## config.mk

```make
export PLATFORM = sky130hd
export DESIGN_NAME = multi_filter
export DESIGN_NICKNAME = d
export VERILOG_FILES = /design/src/rtl/filter_pkg.sv /design/src/rtl/filter_chan.sv /design/src/rtl/multi_filter.sv
export SDC_FILE = /design/constraint.sdc
export NUM_CORES = 1
export LEC_CHECK = 0
export CORE_MARGIN = 4
export CORE_UTILIZATION = 40
export CTS_BUF_LIST = sky130_fd_sc_hd__clkbuf_8
export DETAILED_ROUTE_END_ITERATION = 7
export HOLD_SLACK_MARGIN = 0.12
export PLACE_DENSITY = 0.68
export SYNTH_ARGS = -nofsm -noshare
export SYNTH_HDL_FRONTEND = slang
export SYNTH_SLANG_ARGS = --single-unit
```

## constraint.sdc

```tcl
create_clock -name io_clk -period 5.4 [get_ports io_clk]
set_clock_uncertainty 0.2 [all_clocks]
set_input_delay 1.35 -clock io_clk [delete_from_list [all_inputs] [get_ports io_clk]]
set_output_delay 1.35 -clock io_clk [all_outputs]
set_load 0.01 [all_outputs]
```

## src/rtl/filter_pkg.sv

```systemverilog
// filter_pkg: shared defaults and the counter reload helper for multi_filter.
// The reload helper works on a 64-bit value, so CNT_WIDTH may be at most 64.
package filter_pkg;

  localparam int DEF_CHANNELS    = 8;
  localparam int DEF_CNT_WIDTH   = 32;
  localparam int DEF_SYNC_STAGES = 2;

  // Widest count the reload helper accepts; channels truncate back to CNT_WIDTH.
  localparam int MAX_CNT_WIDTH   = 64;

  typedef logic [MAX_CNT_WIDTH-1:0] cnt_max_t;

  // Reload value for a stability count: count-1, with 0 saturating to 0 so a
  // zero count behaves exactly like a count of one and never wraps to all-ones.
  function automatic cnt_max_t reload_value(input cnt_max_t filter_cnt);
    cnt_max_t r;
    if (filter_cnt == '0) begin
      r = '0;
    end else begin
      r = filter_cnt - cnt_max_t'(1);
    end
    return r;
  endfunction

endpackage

```

## src/rtl/filter_chan.sv

```systemverilog
// filter_chan: one debounce channel. Synchroniser chain, one-cycle delayed
// copy d of the synchronised level, a stability down-counter and the
// registered filtered level with rise/fall pulses.
module filter_chan
  import filter_pkg::*;
#(
  parameter int CNT_WIDTH   = DEF_CNT_WIDTH,
  parameter int SYNC_STAGES = DEF_SYNC_STAGES
) (
  input  logic                 clk,
  input  logic                 rst,
  input  logic                 in_raw,
  input  logic [CNT_WIDTH-1:0] filter_cnt,
  input  logic                 en,
  output logic                 out,
  output logic                 rise,
  output logic                 fall
);

  logic [SYNC_STAGES-1:0] sync_q, sync_d;
  logic                   d_q, d_d;
  logic [CNT_WIDTH-1:0]   cnt_q, cnt_d;
  logic                   out_q, out_d;
  logic                   rise_q, rise_d;
  logic                   fall_q, fall_d;

  logic                   s;
  logic [CNT_WIDTH-1:0]   reload;

  assign s      = sync_q[SYNC_STAGES-1];
  assign reload = CNT_WIDTH'(reload_value(cnt_max_t'(filter_cnt)));

  // Synchroniser shift: stage 0 samples the raw pin, later stages follow.
  always_comb begin
    sync_d[0] = in_raw;
    for (int i = 1; i < SYNC_STAGES; i++) begin
      sync_d[i] = sync_q[i-1];
    end
  end

  // Stability counter, filtered level and edge pulses for the next cycle.
  always_comb begin
    // NOTE: every signal gets a default first so no path leaves it unassigned and no latch is inferred.
    d_d    = s;
    cnt_d  = cnt_q;
    out_d  = out_q;
    rise_d = 1'b0;
    fall_d = 1'b0;

    if (!en) begin
      // Frozen: keep the counter armed so re-enable waits a full stable count.
      cnt_d = reload;
    end else begin
      if (s != d_q) begin
        cnt_d = reload;
      end else if (cnt_q != '0) begin
        cnt_d = cnt_q - CNT_WIDTH'(1);
      end

      // An expired counter re-latches d; after a rejected glitch d has
      // returned to the old level, so nothing changes and no pulse fires.
      if (cnt_q == '0) begin
        out_d = d_q;
      end

      rise_d = out_d & ~out_q;
      fall_d = ~out_d & out_q;
    end
  end

  // Channel state registers with synchronous active-high reset.
  always_ff @(posedge clk) begin
    // NOTE: non-blocking assignments so every flop samples pre-edge values regardless of statement order.
    if (rst) begin
      sync_q <= '0;
      d_q    <= 1'b0;
      cnt_q  <= '0;
      out_q  <= 1'b0;
      rise_q <= 1'b0;
      fall_q <= 1'b0;
    end else begin
      sync_q <= sync_d;
      d_q    <= d_d;
      cnt_q  <= cnt_d;
      out_q  <= out_d;
      rise_q <= rise_d;
      fall_q <= fall_d;
    end
  end

  assign out  = out_q;
  assign rise = rise_q;
  assign fall = fall_q;

endmodule

```

## src/rtl/multi_filter.sv

```systemverilog
// multi_filter: CHANNELS independent glitch filters / debouncers sharing one
// stability count, plus an aggregate change flag.
// Optional build macro FILTER_IRQ_EN adds sticky per-channel event bits with
// write-one-to-clear and a registered interrupt; without it io_evt and io_irq
// are tied low and io_evtClr is ignored.
module multi_filter
  import filter_pkg::*;
#(
  parameter int CHANNELS    = DEF_CHANNELS,
  parameter int CNT_WIDTH   = DEF_CNT_WIDTH,
  parameter int SYNC_STAGES = DEF_SYNC_STAGES
) (
  input  logic                 io_clk,
  input  logic                 io_rst,
  input  logic [CHANNELS-1:0]  io_in,
  input  logic [CNT_WIDTH-1:0] io_filterCnt,
  input  logic [CHANNELS-1:0]  io_chEn,
  output logic [CHANNELS-1:0]  io_out,
  output logic [CHANNELS-1:0]  io_rise,
  output logic [CHANNELS-1:0]  io_fall,
  output logic                 io_changed,
  input  logic [CHANNELS-1:0]  io_evtClr,
  output logic [CHANNELS-1:0]  io_evt,
  output logic                 io_irq
);

  for (genvar g = 0; g < CHANNELS; g++) begin : g_chan
    filter_chan #(
      .CNT_WIDTH   (CNT_WIDTH),
      .SYNC_STAGES (SYNC_STAGES)
    ) u_chan (
      .clk        (io_clk),
      .rst        (io_rst),
      .in_raw     (io_in[g]),
      .filter_cnt (io_filterCnt),
      .en         (io_chEn[g]),
      .out        (io_out[g]),
      .rise       (io_rise[g]),
      .fall       (io_fall[g])
    );
  end

  // Pulses are already registered, so the OR is visible in the same cycle.
  assign io_changed = |(io_rise | io_fall);

`ifdef FILTER_IRQ_EN

  logic [CHANNELS-1:0] evt_q, evt_d;
  logic                irq_q, irq_d;

  // Sticky events: an edge pulse sets the bit and wins over a same-cycle clear.
  always_comb begin
    evt_d = (evt_q & ~io_evtClr) | io_rise | io_fall;
    irq_d = |evt_q;
  end

  // Event and interrupt registers with synchronous active-high reset.
  always_ff @(posedge io_clk) begin
    if (io_rst) begin
      evt_q <= '0;
      irq_q <= 1'b0;
    end else begin
      evt_q <= evt_d;
      irq_q <= irq_d;
    end
  end

  assign io_evt = evt_q;
  assign io_irq = irq_q;

`else

  // Feature absent: keep the ports but drive constants and sink the clear.
  logic evt_clr_unused;
  assign evt_clr_unused = ^io_evtClr;
  assign io_evt         = '0;
  assign io_irq         = 1'b0;

`endif

endmodule

```

* Yosys cells after proc, flatten, opt, wreduce, memory -nomap -nowiden
Index checks and enable logic that the tools add are counted.
** Storage, ports and cells
- Register bits after elaboration :: 304
- Latch bits :: 0
- Bits in writable memories :: 0
- ROM bits :: 0
- Output and inout bits :: 34
- Memories kept :: 0
** Operators by class
- Add/sub/neg operators :: 9
- Multipliers :: 0
- Divide/modulo/power cells :: 0
- Order comparisons :: 0
- Equal/unequal tests :: 16
- Shift-type cells :: 0
- Multiplexer cells :: 41
- Bitwise operators :: 41
- Reductions and logical operators :: 26
** Operators with widths (number)
- $mux W32 :: 25
- $logic_not A32 Y1 :: 9
- $sub A32 B1 Y32 const B :: 9
- $reduce_bool A32 Y1 :: 8
- $ne A3 B1 Y1 const B :: 8
- $not A1 Y1 :: 24
- $and A1 B1 Y1 :: 16
- $mux W1 :: 16
- $reduce_or A2 Y1 :: 8
- $ne A1 B1 Y1 :: 8
- $or A8 B8 Y8 :: 1
- $reduce_or A8 Y1 :: 1

* Logic depth before layout (Yosys ltp)
Gate-level depths: netlist of run 1.
- Depth after elaboration :: 5
- Gate-level depth with buffers :: 9
- Mapped depth without buffers :: 8

* Cells and area by module
Synthesis of run 1 repeated with hierarchy kept, for this count alone.
** Unflattened totals
- Cell total of the unflattened synthesis :: 2543
- Area, all modules :: 21132.8 um^2
** By module, submodules not included
- filter_chan at g_chan[0].u_chan ... :: instances 4, cells an instance 308, area each 2636.3 um^2, sequential area each 760.7 um^2
- filter_chan at g_chan[4].u_chan ... :: instances 4, cells an instance 324, area each 2621.3 um^2, sequential area each 760.7 um^2
- multi_filter :: instances 1, cells an instance 15, area each 102.6 um^2, sequential area each 0.0 um^2

* Worst setup path after synthesis of run 1
OpenSTA, ideal clock, no wires.
- Path type :: input port to flip-flop
- Start :: input port io_filterCnt[0]
- End :: register g_chan[5].u_chan.cnt_q[30]
- Data arrival time :: 3.329 ns
- Required time :: 5.086 ns
- Path slack :: 1.757 ns
- Stages :: 8
- Path through :: inv_1 -> ha_1 -> nor3b_1 -> nand4_1 -> nor4_1 -> mux2i_1 -> o22ai_1 -> a21o_1
** Between the ends
- Cells in the longest elaborated chain, start to end :: 4
** RTL lines
- from (decl) :: line multi_filter.sv:16 : input logic [CNT_WIDTH-1:0] io_filterCnt,
- $sub A32 B1 Y32 / $logic_not A32 Y1 (equally long branches) :: line filter_pkg.sv:21, filter_pkg.sv:18
- $mux W32 * :: line filter_pkg.sv:18 : if (filter_cnt == '0) begin
- $mux W32 :: line filter_chan.sv:54 : if (s != d_q) begin
- $mux W32 * :: line filter_chan.sv:50 : if (!en) begin
- to (signal assigned) :: line filter_chan.sv:84 : cnt_q <= cnt_d;
- to (decl) :: line filter_chan.sv:22 : logic [CNT_WIDTH-1:0] cnt_q, cnt_d;
Mark *: on every way between the ends. The rest lies on a longest branch, timed or not.
A chain may end at the register's enable or synchronous reset.

* Final worst setup path of run 1
- Start :: input port io_filterCnt[24]
- End :: register g_chan[4].u_chan.cnt_q[18]
** Between the ends
- Cells in the longest elaborated chain, start to end :: 4
** RTL lines (line)
- $logic_not A32 Y1 * :: filter_pkg.sv:18
- $mux W32 * :: filter_pkg.sv:18
- $mux W32 :: filter_chan.sv:54
- $mux W32 * :: filter_chan.sv:50
- to (signal assigned) :: filter_chan.sv:84
- to (decl) :: filter_chan.sv:22
Marks and branches as above.

==> results of run 1 <==
final cells by class:
type,instances,area (sq um),area share (%)
Sequential cell,304,6086,31.56
Inverter,25,93.84,0.4867
Timing Repair Buffer,115,1075,5.574
Clock inverter,28,153.9,0.7982
Tap cell,539,674.4,3.498
Multi-Input combinational cell,1609,10220,53.01
Clock buffer,71,977.2,5.068
worst paths after layout:
| kind | start | to | slack (ns) |
|---|---|---|---|
| min reg2reg | g_chan[4].u_chan.sync_q[0]$_SDFF_PP0_ | g_chan[4].u_chan.sync_q[1]$_SDFF_PP0_ | 0.24 |
| min | g_chan[4].u_chan.sync_q[0]$_SDFF_PP0_ | g_chan[4].u_chan.sync_q[1]$_SDFF_PP0_ | 0.24 |
| max reg2reg | g_chan[5].u_chan.cnt_q[0]$_SDFFE_PP0P_ | g_chan[5].u_chan.cnt_q[26]$_SDFFE_PP0P_ | 1.99 |
| max | io_filterCnt[24] | g_chan[4].u_chan.cnt_q[18]$_SDFFE_PP0P_ | 1.29 |
layer usage:
layer	global-route usage, %	vias up	share of wire [%]
met5	0	-	0
met2	36.58	562	46
met4	11.07	0	5.4
met1	28.60	7627	42
li1	-	7716	-
met3	3.443	154	6.8
placed cells by master (no fill, tap or decap), drive strengths merged, types with 46 or more instances in the layout:
| master | synthesis | final |
|---|---|---|
| dfxtp | 304 | 304 |
| nor2 | 242 | 242 |
| xnor2 | 153 | 153 |
| a211oi | 137 | 137 |
| nor3 | 136 | 136 |
| nand2 | 130 | 130 |
| nor4 | 112 | 112 |
| a21oi | 93 | 93 |
| clkdlybuf4s50 | 0 | 73 |
| clkbuf | 93 | 71 |
| xor2 | 69 | 69 |
| nand3 | 62 | 62 |
| o21ai | 51 | 51 |
| or4 | 48 | 48 |
| o22ai | 46 | 46 |
registers in the layout (all words and copies together), names as in the netlist:
register              count
g_chan.u_chan.out         8
g_chan.u_chan.rise        8
g_chan.u_chan.cnt_q     256
g_chan.u_chan.d_q         8
g_chan.u_chan.fall        8
g_chan.u_chan.sync_q     16
logic make-up after synthesis:
| kind of cell | count (synthesis) |
|---|---|
| compound gates | 421 |
| xor+xnor | 222 |
| fa+ha+maj | 17 |
| buf+inv | 174 |
| flops | 304 |
| mux | 15 |
| other cells | 1 |
| simple gates | 925 |
report_power, final:
group / switching, mW / internal (mW)
clock network: 0.992 / 1.22
registers: 0.194 / 2.43
logic: 0.737 / 0.476
through the flow:
stage                     power, mW  std cells  utilization, %
after global placement        3.822       2592           43.17
after floorplan               3.507       2087               -
final                         6.055       2691           45.86
after CTS                     6.070       2691           45.86
after detailed placement      3.854       2592           43.17
after global routing          6.340       2691           45.86
critical path, cell delays in order:
cell	delay, ns
clkdlybuf4s50_1	0.52
nor4_1	0.48
nand3_1	0.37
nor4_4	0.67
buf_4	0.30
a21oi_1	0.16
buf_4	0.26
o21ai_0	0.19
a31oi_1	0.07
==> metrics.md, run 1 <==
| Metric | Value |
|---|---|
| Final #Nets | `around 2.2k` |
| Max cap viols | `0` |
| DRT iter0 DRCs | `approximately 1.4k` |
| CP Max Fanout | `11` |
| TritonCTS Buffers | `53` |
| Endpoints failing hold | `0` |
| H-tree depth | `2` |
| Clk buf depth | `3` |
| Synth Area per Inst | `slightly above 8 sq um` |
| Avg WL per Cell | `around 20 um` |
| Layout cell share with drive strength beyond 1 | `under 10%` |
| Fillers | `4062` |
| Synthesized flop and latch total | `approximately 300` |
| Routed Antenna Nets | `0` |
| Period Utilization, post-route | `between 70% and 80%` |
| Clk root buf | `clkbuf_8` |
| Cell accounting for the most synthesized area | `dfxtp_1` |
| Compound-cell area share of the yosys netlist | `16.64%` |
| I/O Buffers | `between 70 and 80` |
| VDD IR-drop max | `165.9 uV` |
| Die W | `between 200 and 250 um` |
| Reg2Reg Depth | `8` |
| Core area | `between 40000 and 50000 sq um` |
| Final setup margin | `about 1.3 ns` |
| Relative slew slack | `about a fifth` |
| Share of the synthesized area in the top cell type | `a little over a third` |
| Crit Path Category | `in2reg` |
| Largest net degree at the start of global routing | `201` |
| Fin. max-slew vios | `0` |
| Global Route Usage Sum | `22.28%` |
| Diodes inserted | `0` |
| Final wirelength | `~54000 um` |
| Synth Area in XOR/XNOR | `11.41%` |
| Worst-skew pair later-pin latency | `approximately 0.6 ns` |
| Worst setup SP type | `primary input` |
| Worst Hold Path Cells | `1` |
| Minimum clock period | `about 4.1 ns` |
| WHS | `0.2374 ns` |
| Least-Margin Pin Slew | `1.195 ns` |
| GRT overflow | `0` |
| Synth Area in Simple Gates | `just under 30%` |
| Outcome | `completed` |
| Async SR Flop Fraction | `0%` |
| Vias in the first global route | `15.24k` |
| Number of I/O pins | `92` |
| Max Clock Freq | `~0.24 GHz` |
| Number of flops mapped to enable cells by yosys | `0` |
| Commonest cells in the netlist | `dfxtp_1 (304), nor2_1 (241), xnor2_1 (153)` |
| Post-synth cell types | `75` |
| Starting Density | `roughly 40%` |
| Total number of vias | `between 15k and 20k` |
| Arrival time worst endpoint | `roughly 4.4 ns` |
| Pwr per Cell Area | `314.0 nW/um^2` |
| Most used DFF post-synth | `dfxtp_1` |
| Routability cong. | `between 0.9 and 1` |
| DP Worst Slack | `~0.74 ns` |
| Clk pin slew, worst setup/hold paths | `about 0.070 ns` |
| Synth Area in Adders | `~1.2%` |
| Worst EP required | `approximately 5.7 ns` |
| Post-DP HPWL | `approximately 35000 um` |
| Hold Crit Class | `reg2reg` |
| Vias per cell | `between 5 and 6` |
| Largest cells by area after synthesis | `dfxtp_1 (36%), xnor2_1 (7.9%), a211oi_1 (6.0%)` |
| Post-CTS Resized | `0` |
| Initial antenna violation count | `0` |
| Final setup violation count | `0` |
| Leakage | `6.583 nW` |
| Die area | `roughly 46000 sq um` |
| CTS tree | `built` |
| Setup TNS | `0 ns` |
| Area Overhead vs Synth | `13.18%` |
| Area after DPL | `about 18000 sq um` |
| First-pass GRT wire length | `83730 um` |
| Synth Instances | `around 2.1k` |
| Synth Cell Area | `17040 sq um` |
| DRT Pass-1 Iters | `5` |
| Setup bufs post-CTS | `0` |
| Worst setup EP type | `register` |
| Mux cell area share after synthesis | `less than 1%` |
| DR DRC count | `0` |
| Hold_buf cts | `0` |
| Final instance area | `about 19000 sq um` |
| Rows | `75` |
| Count leader, synth | `dfxtp_1` |
| RSZ-0062 raised after global routing | `false` |
| Die Y | `approximately 210 um` |
| # clock sinks | `304` |
| Register area share after synthesis | `a little over a third` |
| Largest family of logic cells by synthesized area | `simple AND/OR/NAND/NOR gates` |
| Syn. warnings | `0` |
No activity file was read; power rests on OpenSTA's default activity.
==> inputs of run 2 (changes only) <==
- clock period: 5.4 -> 4.05 ns (I/O delays scaled with it)
==> run 2 against run 1 <==
  * Final cell count grew 0.78%
  * Combinational power increased by 36%
  * Non-clock buffer count increased by 29
  * Die area is the same
  * Count of clock-buffer cells in the layout shrank 8
  * Core utilization rose by 0.37 points
  * Clock power is 27% higher
  * First-iteration DRC count shrank 4.7%
  * Global-route usage is 0.066 points higher
  * Critical path type unchanged
==> metrics.md, run 2 (synthesis gave the netlist of run 1 again) <==
| Metric | Value |
|---|---|
| Outcome | `completed` |
| Worst Hold Path Cells | `1 (unchanged)` |
| Die area | `45950 sq um (unchanged)` |
| Power share of the combinational group | `20.7% (+0.7 points)` |
| DRT iter0 DRCs | `1349 (-4.7%)` |
| H-tree depth | `2 (unchanged)` |
| Hold Crit Class | `reg2reg` |
| Global Route Usage Sum | `22.35% (+0.066 points)` |
| VDD IR-drop max | `185.1 uV (+12%)` |
| Worst EP required | `4.29 ns (-1.37 ns)` |
| Largest regs | `g_chan.u_chan.cnt_q (256), g_chan.u_chan.sync_q (16)` |
| Reg-to-reg startpoint | `g_chan[3].u_chan.cnt_q[11]$_SDFFE_PP0P_` |
| Clk buf depth | `3 (unchanged)` |
| Most flops, register | `g_chan.u_chan.cnt_q` |
| Setup TNS | `0 ns (unchanged)` |
| Post-DP HPWL | `35450 um (+1.7%)` |
| Final setup violation count | `0 (unchanged)` |
| Sequential fraction of design power | `43.9% (+0.5 points)` |
| Fin. max-slew vios | `0 (unchanged)` |
| Clock Power Share | `35.4% (-1.2 points)` |
| Arrival time worst endpoint | `3.56 ns (-0.81 ns)` |
| CP most frequent cell | `or4_1` |
| Setup bufs post-CTS | `0 (unchanged)` |
| Worst-skew pair later-pin latency | `0.61 ns (about the same)` |
| Starting Density | `40.52% (unchanged)` |
| Worst path cell trace | `clkdlybuf4s50_1 > or4_1 > or4_1 > nor4_1 > mux2_2 > o21ai_0 > a21oi_1` |
| Die Y | `214.4 um (unchanged)` |
| Vias per cell | `5.977 (+0.15%)` |
| Area of the multi-input gates | `10190 sq um (-0.26%)` |
| Final wirelength | `53920 um (+0.74%)` |
| Reg2Reg Depth | `6 (-2)` |
| Total number of vias | `16.21k (+0.93%)` |
| I/O Buffers | `74 (unchanged)` |
| Hold_buf cts | `0 (unchanged)` |
| DR DRC count | `0 (unchanged)` |
| Int Power | `5.433 mW (+32%)` |
| Net Sw Frac | `31.93% (+0.15 points)` |
| RSZ-0062 raised after global routing | `false` |
| Final #Nets | `2211 (+1.3%)` |
| Largest net degree at the start of global routing | `179 (-11%)` |
| Clk root buf | `clkbuf_8` |
| Pwr per Cell Area | `410.6 nW/um^2 (+31%)` |
| Least-Margin Pin Slew | `1.175 ns (-0.02012 ns)` |
| Dpl cells | `2621 (+1.1%)` |
| Relative slew slack | `21.60% (+1.9 points)` |
| Number of I/O pins | `92 (unchanged)` |
| Rows | `75 (unchanged)` |
| Clk pin slew, worst setup/hold paths | `0.06 ns (about the same)` |
| Most common cell after layout, fill and taps aside | `dfxtp_1` |
| DRT Pass-1 Iters | `5 (unchanged)` |
| Leakage | `6.692 nW (+1.7%)` |
| Critical path's largest stage delay | `0.59 ns (-0.08 ns)` |
| Max Clock Freq | `between 0.3 and 0.4 GHz` |
| Commonest cells after routing, fill and taps aside | `dfxtp_1 (304), nor2_1 (241), xnor2_1 (153)` |
| Reg2reg end | `g_chan[3].u_chan.cnt_q[17]$_SDFFE_PP0P_` |
| Flop2flop setup slack | `0.79 ns (-1.20 ns)` |
| Max FFs per register | `256 (unchanged)` |
| Max cap viols | `0 (unchanged)` |
| Hold Crit Start | `g_chan[5].u_chan.sync_q[0]$_SDFF_PP0_` |
| Routed Antenna Nets | `0 (unchanged)` |
| Period Utilization, post-route | `a little over 80%` |
| Area Overhead vs Synth | `14.10%` |
| CTS tree | `built` |
| First-pass GRT wire length | `83840 um (+0.13%)` |
| Minimum clock period | `~3.3 ns` |
| Switching pwr | `2.548 mW (+32%)` |
| Post-CTS Resized | `0 (unchanged)` |
| Initial antenna violation count | `0 (unchanged)` |
| Layout Utilization | `46.24% (+0.37 points)` |
| Routability cong. | `0.8944 (-1.7%)` |
| Vias in the first global route | `15.35k (+0.70%)` |
| Register area | `6086 sq um (unchanged)` |
| # clock sinks | `304 (unchanged)` |
| Slowest-stage cell, CP | `or4_1` |
| Fillers | `4087 (+0.62%)` |
| Endpoints failing hold | `0 (unchanged)` |
| Worst setup SP type | `primary input` |
| GRT overflow | `0 (unchanged)` |
| Hold EP | `g_chan[5].u_chan.sync_q[1]$_SDFF_PP0_` |
| Crit Path Category | `in2reg` |
| Final Non-Filler Cells | `2712 (+0.78%)` |
| Die W | `214.4 um (unchanged)` |
| WHS | `0.2337 ns (-0.003712 ns)` |
| TritonCTS Buffers | `52 (-1.9%)` |
| Worst setup EP type | `register` |
| Layout cell share with drive strength beyond 1 | `9.526% (+0.28 points)` |
| Core area | `42040 sq um (unchanged)` |
| Diodes inserted | `0 (unchanged)` |
| Avg WL per Cell | `19.88 um (about the same)` |
| CP Max Fanout | `8 (-3)` |
[run 2: changes by cell type in the layout (fill, tap and decap cells not counted), moves of 6 or more]
cell / before / now
buf_4: 39 / 64
clkbuf_8: 71 / 63
clkinv_2: 15 / 8
nor2_1: 235 / 241
nor2_2: 7 / 1
[run 2: power by group through the flow]
| stage | Clock [mW] | Sequential [mW] | Combinational, mW |
|---|---|---|---|
| 3_5_place_dp | 0 | 3.55 | 1.62 |
| 5_1_grt | 3.01 | 3.54 | 1.81 |
| 4_1_cts | 2.88 | 3.50 | 1.63 |
| 3_3_place_gp | 0 | 3.54 | 1.59 |
| 6_report | 2.83 | 3.50 | 1.65 |
| 2_1_floorplan | 0 | 3.49 | 1.19 |
[run 2: how the worst max path moves through the flow]
stage	startpoint	end	slack, ns	depth (start not counted)
after floorplan	io_filterCnt[0]	g_chan[5].u_chan.cnt_q[30]$_SDFFE_PP0P_	0.74	8
after global placement	io_filterCnt[25]	g_chan[6].u_chan.cnt_q[31]$_SDFFE_PP0P_	0.18	7
after detailed placement	io_filterCnt[25]	g_chan[5].u_chan.cnt_q[31]$_SDFFE_PP0P_	0.14	7
after CTS	g_chan[1].u_chan.rise$_SDFF_PP0_	io_changed	0.75	3
after global routing	g_chan[3].u_chan.cnt_q[11]$_SDFFE_PP0P_	g_chan[3].u_chan.cnt_q[17]$_SDFFE_PP0P_	0.50	6
final	io_filterCnt[25]	g_chan[4].u_chan.cnt_q[31]$_SDFFE_PP0P_	0.73	7
[run 2: area by class of cell]
type	count	area share (%)
Clock buffer	63	4.461
Inverter	25	0.4828
Clock inverter	28	0.9205
Multi-Input combinational cell	1609	52.45
Sequential cell	304	31.31
Timing Repair Buffer	144	6.907
Tap cell	539	3.470
[run 2: stage by stage]
step / setup WS, ns / instance area [sq um] / power [mW]
after global routing: 0.5020 / 19440 / 8.362
after floorplan: 0.7441 / 17070 / 4.676
after global placement: 0.1845 / 18390 / 5.128
after detailed placement: 0.1447 / 18390 / 5.175
after CTS: 0.7452 / 19440 / 8.006
final: 0.7325 / 19440 / 7.981
[run 2: layer usage]
layer | share of wire [%] | up-vias | wire length [um] | GRT usage, %
met3 | 6.3 | 189 | 3387 | 3.500
met4 | 6.9 | 0 | 3695 | 13.75
li1 | - | 7774 | - | -
met1 | 41 | 7697 | 21870 | 27.07
met2 | 46 | 549 | 24970 | 37.31
met5 | 0 | - | 0 | 0
[run 2: worst max-delay path: cells and delay by family]
kind            cells  cell delay [ns]
buf+inv             1             0.49
mux                 1             0.55
compound gates      2             0.29
simple gates        3             1.22
